$ cat src/rtl/mem_ctrl_pkg.sv
// ----------------------------------------------------------------------------
// mem_ctrl_pkg
// Shared definitions for the multi-port memory controller:
//   - safe_clog2 : ceil(log2(n)) that never returns 0, so widths stay >= 1
//   - RD_LAT_MIN / RD_LAT_MAX : supported read-latency range
//   - PORT_IDX_W : width of a port index able to name any of up to 8 ports
//   - rd_tag_t   : read-pipeline entry {valid, originating port}
// ----------------------------------------------------------------------------
package mem_ctrl_pkg;

    localparam int RD_LAT_MIN = 1;
    localparam int RD_LAT_MAX = 4;
    localparam int MAX_PORTS  = 8;
    localparam int PORT_IDX_W = 3;

    function automatic int safe_clog2(input int n);
        return (n <= 1) ? 1 : $clog2(n);
    endfunction

    // Control part of a read-pipeline entry. The data word travels in a
    // parallel array inside the controller because its width is a parameter
    // of each controller instance and cannot be fixed here.
    typedef struct packed {
        logic                  valid;
        logic [PORT_IDX_W-1:0] port;
    } rd_tag_t;

endpackage

$ cat src/rtl/mem_ctrl_rr_arb.sv
// ----------------------------------------------------------------------------
// mem_ctrl_rr_arb
// Round-robin arbiter: grants at most one requester per cycle, searching
// upward from r_rr_ptr and wrapping. After a grant to port g the pointer
// moves to (g+1) mod NUM_PORTS; with no grant it holds. Nothing is granted
// while rst is high.
// Ports:
//   clk, rst  : clock, synchronous active-high reset (r_rr_ptr <= 0)
//   i_req     : per-port request vector
//   o_grant   : one-hot grant (all zero when nobody requests)
//   o_gidx    : index of the granted port (meaningful only when |o_grant)
// ----------------------------------------------------------------------------
module mem_ctrl_rr_arb
    import mem_ctrl_pkg::*;
#(
    parameter  int NUM_PORTS = 2,
    localparam int PW        = safe_clog2(NUM_PORTS)
) (
    input  logic                 clk,
    input  logic                 rst,
    input  logic [NUM_PORTS-1:0] i_req,
    output logic [NUM_PORTS-1:0] o_grant,
    output logic [PW-1:0]        o_gidx
);

    logic [PW-1:0] r_rr_ptr;
    logic          w_found;
    logic [PW-1:0] w_gidx;
    logic [PW-1:0] w_next_ptr;

    // Walk the ports in priority order ptr, ptr+1, ... (mod NUM_PORTS).
    // The sum is one bit wider so the wrap works for non-power-of-two counts.
    always_comb begin
        logic [PW:0]   sum;
        logic [PW-1:0] idx;
        w_found = 1'b0;
        w_gidx  = '0;
        sum     = '0;
        idx     = '0;
        for (int i = 0; i < NUM_PORTS; i++) begin
            sum = {1'b0, r_rr_ptr} + (PW+1)'(i);
            if (sum >= (PW+1)'(NUM_PORTS)) begin
                sum = sum - (PW+1)'(NUM_PORTS);
            end
            idx = sum[PW-1:0];
            if (!w_found && !rst && i_req[idx]) begin
                w_found = 1'b1;
                w_gidx  = idx;
            end
        end
    end

    assign w_next_ptr = (w_gidx == PW'(NUM_PORTS - 1)) ? '0 : w_gidx + PW'(1);

    always_comb begin
        o_grant = '0;
        for (int p = 0; p < NUM_PORTS; p++) begin
            o_grant[p] = w_found && (w_gidx == PW'(p));
        end
    end

    assign o_gidx = w_gidx;

    always_ff @(posedge clk) begin
        if (rst) begin
            r_rr_ptr <= '0;
        end else if (w_found) begin
            r_rr_ptr <= w_next_ptr;
        end
    end

endmodule

$ cat src/rtl/mem_ctrl_arb.sv
// ----------------------------------------------------------------------------
// mem_ctrl_arb
// Multi-port front end to a single-ported word array. Each cycle at most one
// operation (read or write) from one port is accepted, chosen round-robin.
//
// Handshake: a port requests by raising mem_ren[p] and/or mem_wen[p] with its
// address/data. The matching mem_rready[p]/mem_wready[p] is driven
// combinationally in the same cycle; when it is high the operation is taken
// at that rising edge. A request that sees no ready is simply not taken; the
// requester may keep it up or drop it. If a granted port asks for both, the
// write wins and the read stays pending. Accepted reads return on
// mem_rdata_valid[p] exactly RD_LAT cycles after the accept cycle, and
// mem_rdata[p] holds that word until the next valid on the same port.
//
// Ports:
//   clk, rst         : clock, synchronous active-high reset
//   mem_raddr/ren    : per-port read address / read request
//   mem_rready       : per-port read accepted this cycle
//   mem_rdata/valid  : per-port read data / one-cycle data strobe
//   mem_waddr/wdata  : per-port write address / write data
//   mem_wen/wready   : per-port write request / write accepted this cycle
// Writes to addresses >= MEM_DEPTH are accepted and dropped; reads from such
// addresses return 0. Array contents are not reset.
// ----------------------------------------------------------------------------
module mem_ctrl_arb
    import mem_ctrl_pkg::*;
#(
    parameter  int NUM_PORTS  = 2,
    parameter  int MEM_DEPTH  = 32,
    parameter  int DATA_WIDTH = 32,
    parameter  int RD_LAT     = 1,
    localparam int AW         = safe_clog2(MEM_DEPTH),
    localparam int PW         = safe_clog2(NUM_PORTS)
) (
    input  logic                            clk,
    input  logic                            rst,
    input  logic [NUM_PORTS*AW-1:0]         mem_raddr,
    input  logic [NUM_PORTS-1:0]            mem_ren,
    output logic [NUM_PORTS-1:0]            mem_rready,
    output logic [NUM_PORTS*DATA_WIDTH-1:0] mem_rdata,
    output logic [NUM_PORTS-1:0]            mem_rdata_valid,
    input  logic [NUM_PORTS*AW-1:0]         mem_waddr,
    input  logic [NUM_PORTS-1:0]            mem_wen,
    output logic [NUM_PORTS-1:0]            mem_wready,
    input  logic [NUM_PORTS*DATA_WIDTH-1:0] mem_wdata
);

    // ---------------- arbitration ----------------
    logic [NUM_PORTS-1:0] w_req;
    logic [NUM_PORTS-1:0] w_grant;
    logic [PW-1:0]        w_gidx;

    assign w_req = mem_ren | mem_wen;

    mem_ctrl_rr_arb #(
        .NUM_PORTS (NUM_PORTS)
    ) u_arb (
        .clk     (clk),
        .rst     (rst),
        .i_req   (w_req),
        .o_grant (w_grant),
        .o_gidx  (w_gidx)
    );

    // A grant implies a request, so a granted port without wen is a read.
    assign mem_wready = w_grant & mem_wen;
    assign mem_rready = w_grant & ~mem_wen;

    logic w_do_write;
    logic w_do_read;
    assign w_do_write = |mem_wready;
    assign w_do_read  = |mem_rready;

    // ---------------- granted port's operands ----------------
    logic [AW-1:0]         w_waddr;
    logic [AW-1:0]         w_raddr;
    logic [DATA_WIDTH-1:0] w_wdata;
    logic                  w_w_inrange;
    logic                  w_r_inrange;

    assign w_waddr = mem_waddr[w_gidx*AW +: AW];
    assign w_raddr = mem_raddr[w_gidx*AW +: AW];
    assign w_wdata = mem_wdata[w_gidx*DATA_WIDTH +: DATA_WIDTH];

    // Extra leading zero keeps the compare meaningful for non-power-of-two depths.
    assign w_w_inrange = ({1'b0, w_waddr} < (AW+1)'(MEM_DEPTH));
    assign w_r_inrange = ({1'b0, w_raddr} < (AW+1)'(MEM_DEPTH));

    // ---------------- storage (never reset) ----------------
    logic [DATA_WIDTH-1:0] r_mem [MEM_DEPTH];
    logic [DATA_WIDTH-1:0] w_rd_data;

    always_ff @(posedge clk) begin
        if (w_do_write && w_w_inrange) begin
            r_mem[w_waddr] <= w_wdata;
        end
    end

    // Sampled at the accept edge: every earlier accepted write is already in r_mem.
    assign w_rd_data = w_r_inrange ? r_mem[w_raddr] : '0;

    // ---------------- read pipeline ----------------
    rd_tag_t               r_pipe_tag  [RD_LAT];
    logic [DATA_WIDTH-1:0] r_pipe_data [RD_LAT];
    logic [DATA_WIDTH-1:0] r_rdata_hold [NUM_PORTS];

    always_ff @(posedge clk) begin
        if (rst) begin
            for (int i = 0; i < RD_LAT; i++) begin
                r_pipe_tag[i]  <= '0;
                r_pipe_data[i] <= '0;
            end
        end else begin
            r_pipe_tag[0].valid <= w_do_read;
            r_pipe_tag[0].port  <= PORT_IDX_W'(w_gidx);
            r_pipe_data[0]      <= w_rd_data;
            for (int i = 1; i < RD_LAT; i++) begin
                r_pipe_tag[i]  <= r_pipe_tag[i-1];
                r_pipe_data[i] <= r_pipe_data[i-1];
            end
        end
    end

    // The last stage is presented directly so data and strobe line up in the
    // same cycle; the hold register keeps the word visible afterwards.
    rd_tag_t               w_last_tag;
    logic [DATA_WIDTH-1:0] w_last_data;
    logic [NUM_PORTS-1:0]  w_rvalid;

    assign w_last_tag  = r_pipe_tag[RD_LAT-1];
    assign w_last_data = r_pipe_data[RD_LAT-1];

    always_comb begin
        w_rvalid = '0;
        for (int p = 0; p < NUM_PORTS; p++) begin
            w_rvalid[p] = w_last_tag.valid && (w_last_tag.port == PORT_IDX_W'(p));
        end
    end

    always_ff @(posedge clk) begin
        if (rst) begin
            for (int p = 0; p < NUM_PORTS; p++) begin
                r_rdata_hold[p] <= '0;
            end
        end else begin
            for (int p = 0; p < NUM_PORTS; p++) begin
                if (w_rvalid[p]) begin
                    r_rdata_hold[p] <= w_last_data;
                end
            end
        end
    end

    always_comb begin
        mem_rdata = '0;
        for (int p = 0; p < NUM_PORTS; p++) begin
            mem_rdata[p*DATA_WIDTH +: DATA_WIDTH] = w_rvalid[p] ? w_last_data : r_rdata_hold[p];
        end
    end

    assign mem_rdata_valid = w_rvalid;

endmodule

$ cat config.mk
export PLATFORM = sky130hd
export DESIGN_NAME = mem_ctrl_arb
export DESIGN_NICKNAME = d
export VERILOG_FILES = /design/src/rtl/mem_ctrl_pkg.sv /design/src/rtl/mem_ctrl_rr_arb.sv /design/src/rtl/mem_ctrl_arb.sv
export SDC_FILE = /design/constraint.sdc
export NUM_CORES = 1
export LEC_CHECK = 0
export CAP_MARGIN = 10
export CORE_AREA = 2 2 302 304
export DETAILED_ROUTE_END_ITERATION = 16
export DIE_AREA = 0 0 304 306
export PLACE_DENSITY = 0.76
export REMOVE_ABC_BUFFERS = 1
export SYNTH_ARGS = -nofsm -noshare
export SYNTH_HDL_FRONTEND = slang
export SYNTH_HIERARCHICAL = 1
export SYNTH_SLANG_ARGS = --single-unit
$ cat constraint.sdc
create_clock -name clk -period 6 [get_ports clk]
set_input_delay 1.2 -clock clk [delete_from_list [all_inputs] [get_ports clk]]
set_output_delay 1.2 -clock clk [all_outputs]
set_load 0.005 [all_outputs]
==> summary.md, run 1 <==
| Metric | Value |
|---|---|
| Seq/Total Area, Yosys | `75.1%` |
| Drt wl/cell | `27.9 microns` |
| Clock net sink count | `1123` |
| Post-Syn Area | `44400 sq um` |
| Crit. path cell count | `9` |
| Area post-placement | `48000 sq um` |
| CP Max Fanout | `48` |
| Cell Rows | `110` |
| Nets@finish | `2859` |
| Worst Path Arrival | `5050 ps` |
| H-tree Lvls | `3` |
| RePlAce Congestion | `0.821` |
| Final WL | `113000 microns` |
| WP data required | `6530 ps` |
| Num ports | `160` |
| Cells on worst reg2reg path | `7` |
| Post-route ant nets | `0` |
| CTS tree | `yes` |
| Cells after Synth | `2568` |
| Crit end category | `register` |
| CP delay by family, top | `simple AND/OR/NAND/NOR gates` |
| DP HPWL | `61200 microns` |
| EDFF count, synth | `1088` |
| P per Cell Area | `333 nW/um^2` |
| Grt ovf | `0` |
| CTS Buf Count | `107` |
| Synthesized flop and latch total | `1123` |
| Design area | `51700 sq um` |
| Die width | `304 microns` |
| Hold-critical path depth | `1` |
| PortBufs | `159` |
| Worst slew pin tran | `1140 ps` |
| Reg clk slew, reported paths | `60 ps` |
| Total iterations of the first detailed-routing run | `6` |
| Clk buf depth | `3` |
| Wire length of the first global-routing pass | `164000 microns` |
| Setup bufs post-CTS | `0` |
| Crit path time final | `4530 ps` |
| Hold Slack | `620 ps` |
| PostCTS Resize Cnt | `0` |
| Largest net degree at the start of global routing | `97` |
| Ys async rst share | `0%` |
| Antenna Cells | `0` |
| Max IR drop VDD | `0.000314 V` |
| Core ar. | `89600 sq um` |
| Setup repair after global routing missed its margin | `false` |
| # DRC | `0` |
| Syn avg cell area | `17.3 sq um` |
| Final setup fails | `0` |
| Post-synth top flop | `edfxtp_1` |
| Global Route Usage Sum | `24.0%` |
| Leakage power | `0.0170 uW` |
| CP max stage cell | `nand2_1` |
| Crit path cell chain | `clkdlybuf4s50_1 -> or2_2 -> nor2b_4 -> nor3b_2 -> buf_12 -> mux2_2 -> nand2_1 -> a31oi_1 -> a2111oi_2` |
| Slew Viols, Final | `0` |
| Final Hold Fails | `0` |
| Initial DRC Count | `3250` |
| Max-Cap Viols | `0` |
| Vias in the first global route | `25200` |
| Period Utilization, post-route | `75.4%` |
| CP max stage delay | `790 ps` |
| Synth cell types | `35` |
| DIE HEIGHT | `306 microns` |
| CTS hold repair buffers | `0` |
| Clock root cell | `clkbuf_16` |
| Via count | `24900` |
| Vias per std cell | `6.17` |
| Share of layout cells above drive strength 1 | `19.4%` |
| Setup Skew | `26.6 ps` |
| Rel. slew slack | `23.9%` |
| Clk_lat worst skew | `680 ps` |
| Worst hold path class | `register to register` |
| TNS Setup | `0 ps` |
| Die area | `93000 sq um` |
| Status | `completed` |
| Yosys warns | `6` |
| Layout Area Growth over Synthesis | `16.4%` |
| Initial Util | `49.6%` |
| Crit path buffers/inverters | `2` |
| Initial antenna violation count | `2` |
| Fmax | `221 MHz` |
| CP Launch Type | `input pin` |
| Setup CP Type | `input pin to register` |
-- layout by cell type (no fill, tap or decap), types with 7 or more instances in the layout --
master	n
and2_1	34
a2111oi_2	32
buf_12	24
mux2i_1	195
nand3_1	99
nor2_4	33
dfxtp_1	35
clkdlybuf4s50_1	158
clkinv_2	15
buf_4	54
mux4_2	96
edfxtp_1	1088
mux2_2	131
clkbuf_1	25
nor2_1	7
a32oi_1	64
nand2_1	431
inv_1	8
clkbuf_16	110
nor2b_1	36
a31oi_1	96
bufinv_16	18
clkinv_1	18
-- registers in the layout, indices dropped and copies added, names as in the netlist --
| name | count |
|---|---|
| r_mem | 1024 |
| r_pipe_data | 32 |
| r_pipe_tag | 2 |
| r_rdata_hold | 64 |
| u_arb/r_rr_ptr | 1 |
-- cells by family (layout without fill, tap and decap cells) --
logic type | count (synthesis) | count (layout) | share of synthesized area (%)
buffers and inverters | 153 | 446 | 1.84
AO/OA/AOI/OAI | 204 | 204 | 3.91
AND/OR/NAND/NOR | 659 | 659 | 6.36
flip-flops | 1123 | 1123 | 75.1
multiplexers | 429 | 429 | 12.8
-- worst paths after layout --
path | endpoint | start | slack [ps]
min reg2reg | r_rdata_hold[0][18]$_DFFE_PP_ | r_pipe_data[0][18]$_SDFF_PP0_ | 620
max | r_pipe_data[0][7]$_SDFF_PP0_ | mem_wen[0] | 1470
max reg2reg | r_pipe_data[0][7]$_SDFF_PP0_ | u_arb/r_rr_ptr$_SDFFE_PP0P_ | 2430
min | r_rdata_hold[0][18]$_DFFE_PP_ | r_pipe_data[0][18]$_SDFF_PP0_ | 620
-- synth_stat cells (2+ instances only) --
master / count / area [sq um]
buf_2: 25 / 125
buf_4: 9 / 67.6
buf_1: 10 / 37.5
buf_8: 5 / 75.1
mux2_2: 132 / 1490
nand2_1: 432 / 1620
or3_1: 2 / 12.5
and2_1: 34 / 213
o32ai_1: 5 / 43.8
nand3_1: 99 / 495
a32oi_1: 64 / 561
nand2b_1: 6 / 37.5
buf_6: 14 / 158
clkbuf_1: 81 / 304
nor2_1: 41 / 154
dfxtp_1: 35 / 701
o22ai_1: 2 / 12.5
mux2i_1: 200 / 2000
mux4_2: 96 / 2160
a31oi_1: 96 / 601
edfxtp_1: 1088 / 32700
a2111oi_2: 32 / 480
inv_1: 8 / 30.0
nor2b_1: 37 / 231
nor3b_1: 3 / 22.5
or2_2: 3 / 18.8
-- layout make-up --
class	instances	area, sq um
sequential	1123	33400
multi-input combinational	1292	10700
clock buffer	138	2890
inverter	8	30.0
clock inverter	63	802
fill	6404	37900
timing repair buffer	237	2470
tap	1176	1470
-- report_power, final --
| part | internal, uW | leakage, uW | switching, uW |
|---|---|---|---|
| Sequential | 8770 | 0.0102 | 56.6 |
| Combinational | 540 | 0.00510 | 861 |
| Clock | 4180 | 0.00179 | 2830 |
| Total | 13500 | 0.0170 | 3750 |
-- layer usage --
layer	global-route usage [%]	wire length (microns)
met5	0	13
met4	8.84	3720
met3	5.45	11800
met2	39.6	54700
met1	31.5	42500
-- per-stage QoR --
stage | total power, uW | util [%] | std cells | setup slack [ps]
final | 17200 | 57.7 | 4037 | 1470
after global routing | 17700 | 57.7 | 4037 | 1370
after CTS | 17300 | 57.7 | 4037 | 1540
after detailed placement | 10400 | 53.6 | 3836 | 899
after global placement | 10300 | 53.6 | 3836 | 934
after floorplan | 9850 | - | 2423 | -7770
Power figures use the tool's default switching activity.
==> run 2, diff against run 1 <==
clock period = 4.3 ns   (was 6 ns; I/O delays follow)
==> run 2 against run 1 <==
  * Sequential power rose by 39%
  * Power up 39%
  * Non-clock buffer count rose by 89
  * Clock power grew 36%
  * Largest power group unchanged
  * Register-to-register slack lost 1300 ps
  * Final area is 2.2% higher
  * Hold slack lost 23 ps
  * Critical path type is now register to output pin
  * Clock skew fell by 1.1 ps
  * Utilization grew 1.3 points
  * Largest cell class unchanged
  * Die area unchanged
  * Routed wire length fell by 1.4%
==> summary.md, run 2 (synthesized netlist as in run 1, its figures left out) <==
| Metric | Value |
|---|---|
| Status | `completed` |
| PostCTS Resize Cnt | `0` |
| Total iterations of the first detailed-routing run | `6` |
| Max IR drop VDD | `0.000346 V` |
| Setup Skew | `25.5 ps` |
| Antenna Cells | `0` |
| CP Launch Type | `register` |
| Crit path time final | `3940 ps` |
| FF-to-FF setup slack | `1150 ps` |
| Final Hold Fails | `0` |
| Slew Viols, Final | `0` |
| Critical path origin | `r_pipe_tag[0][1]$_SDFF_PP0_` |
| Nets@finish | `2944` |
| Layout Area Growth over Synthesis | `19.0%` |
| Setup CP Type | `register to output pin` |
| Final WS setup | `360 ps` |
| Worst slew pin tran | `1260 ps` |
| Fin util | `59.0%` |
| Max FFs per register | `1024` |
| Max-Cap Viols | `0` |
| Setup bufs post-CTS | `0` |
| Top Layer Used | `met5` |
| CP Max Fanout | `21` |
| Rel. slew slack | `15.9%` |
| Via count | `25000` |
| Worst hold path class | `register to register` |
| CP delay by family, top | `buffers and inverters` |
| H-tree Lvls | `3` |
| Final setup fails | `0` |
| Reg clk slew, reported paths | `60 ps` |
| Clock net sink count | `1123` |
| Vias in the first global route | `25600` |
| Cells on worst reg2reg path | `12` |
| Register area | `33400 sq um` |
| Setup repair after global routing missed its margin | `false` |
| Fmax | `254 MHz` |
| RR Endpoint | `r_pipe_data[0][29]$_SDFF_PP0_` |
| Hold-critical path depth | `1` |
| Clk_lat worst skew | `680 ps` |
| CTS Buf Count | `103` |
| Die width | `304 microns` |
| Pre-CTS setup slack | `-109 ps` |
| Crit path cell chain | `nand2_2 -> buf_4 -> mux2_2 -> clkdlybuf4s50_1` |
| Reg with most FFs | `r_mem` |
| Crit end category | `output pin` |
| Core ar. | `89600 sq um` |
| CTS hold repair buffers | `0` |
| # fillers | `6265` |
| Initial Util | `49.6%` |
| Wire length of the first global-routing pass | `163000 microns` |
| Design area | `52800 sq um` |
| Met3 Routed Length | `11400 microns` |
| Area post-placement | `49300 sq um` |
| RePlAce Congestion | `0.888` |
| Crit. path cell count | `4` |
| Die area | `93000 sq um` |
| Post-route ant nets | `0` |
| R2R Path Start | `u_arb/r_rr_ptr$_SDFFE_PP0P_` |
| Clk buf depth | `3` |
| Crit path buffers/inverters | `2` |
| Grt ovf | `0` |
| Area of the multi-input gates | `10700 sq um` |
| P per Cell Area | `453 nW/um^2` |
| Initial antenna violation count | `2` |
| Global Route Usage Sum | `23.7%` |
| Period Utilization, post-route | `91.6%` |
| Leakage power | `0.0176 uW` |
| Commonest non-fill, non-tap cells in the layout | `edfxtp_1 (1088), nand2_1 (431), mux2i_1 (195), clkdlybuf4s50_1 (158), mux2_2 (131)` |
| WL met1 | `42600 microns` |
| WP data required | `3440 ps` |
| Num ports | `160` |
| Most common cell after layout, fill and taps aside | `edfxtp_1` |
| Vias per std cell | `6.06` |
| CP max stage cell | `nand2_2` |
| Worst Path Arrival | `3080 ps` |
| Top flop regs | `r_mem: 1024 flops, r_rdata_hold: 64 flops, r_pipe_data: 32 flops` |
| PortBufs | `159` |
| Met2 WL | `52700 microns` |
| # DRC | `0` |
| Hold Slack | `598 ps` |
| Final WL | `111000 microns` |
| Drt wl/cell | `27.0 microns` |
| Initial DRC Count | `3471` |
| CP max stage delay | `660 ps` |
| Cell Rows | `110` |
| Largest net degree at the start of global routing | `47` |
| Share of layout cells above drive strength 1 | `21.8%` |
| CTS tree | `yes` |
| Worst setup path endpoint | `mem_rdata[52]` |
| DP HPWL | `65400 microns` |
| DIE HEIGHT | `306 microns` |
| TNS Setup | `0 ps` |
| Clock root cell | `clkbuf_16` |
## run 2: power by group
part	switching, uW	internal, uW	total, uW
Clock	3930	5580	9510
Sequential	84.9	12200	12300
Combinational	1230	883	2110
Total	5250	18700	23900
## run 2: layer usage
metal / up-vias / GRT usage, %
met3: 251 / 5.76
met2: 1391 / 38.1
met5: - / 0
li1: 10600 / -
met4: 2 / 9.81
met1: 12700 / 31.3
## run 2: metrics by stage
step           instances  total power [uW]
3_3_place_gp        3924             14600
5_1_grt             4119             24600
2_1_floorplan       2423             13700
4_1_cts             4118             24000
3_5_place_dp        3924             14600
6_report            4119             23900
## run 2: final cells by class
cell class / instances / share of cell area, %
multi-input cells: 1292 / 20.2
flip-flops and latches: 1123 / 63.1
well taps: 1176 / 2.78
inverters: 8 / 0.0568
clock buffers: 140 / 5.41
repair buffers: 326 / 7.12
clock inverters: 54 / 1.29
## run 2: worst min path at each step
stage	startpoint	end	slack, ps
final	r_pipe_data[0][15]$_SDFF_PP0_	r_rdata_hold[0][47]$_DFFE_PP_	600
after global routing	r_pipe_data[0][21]$_SDFF_PP0_	r_rdata_hold[0][21]$_DFFE_PP_	640
after CTS	r_pipe_data[0][21]$_SDFF_PP0_	r_rdata_hold[0][21]$_DFFE_PP_	600
after detailed placement	r_pipe_data[0][21]$_SDFF_PP0_	r_rdata_hold[0][53]$_DFFE_PP_	580
after global placement	r_pipe_data[0][21]$_SDFF_PP0_	r_rdata_hold[0][21]$_DFFE_PP_	570
after floorplan	r_pipe_data[0][0]$_SDFF_PP0_	r_rdata_hold[0][0]$_DFFE_PP_	540
## run 2: worst reg2reg max path, delay by kind of cell, from the launching register on
family,cells,cell delay (ps)
compound gates,3,860
buf+inv,5,1040
flops,1,400
mux,1,330
simple gates,3,400
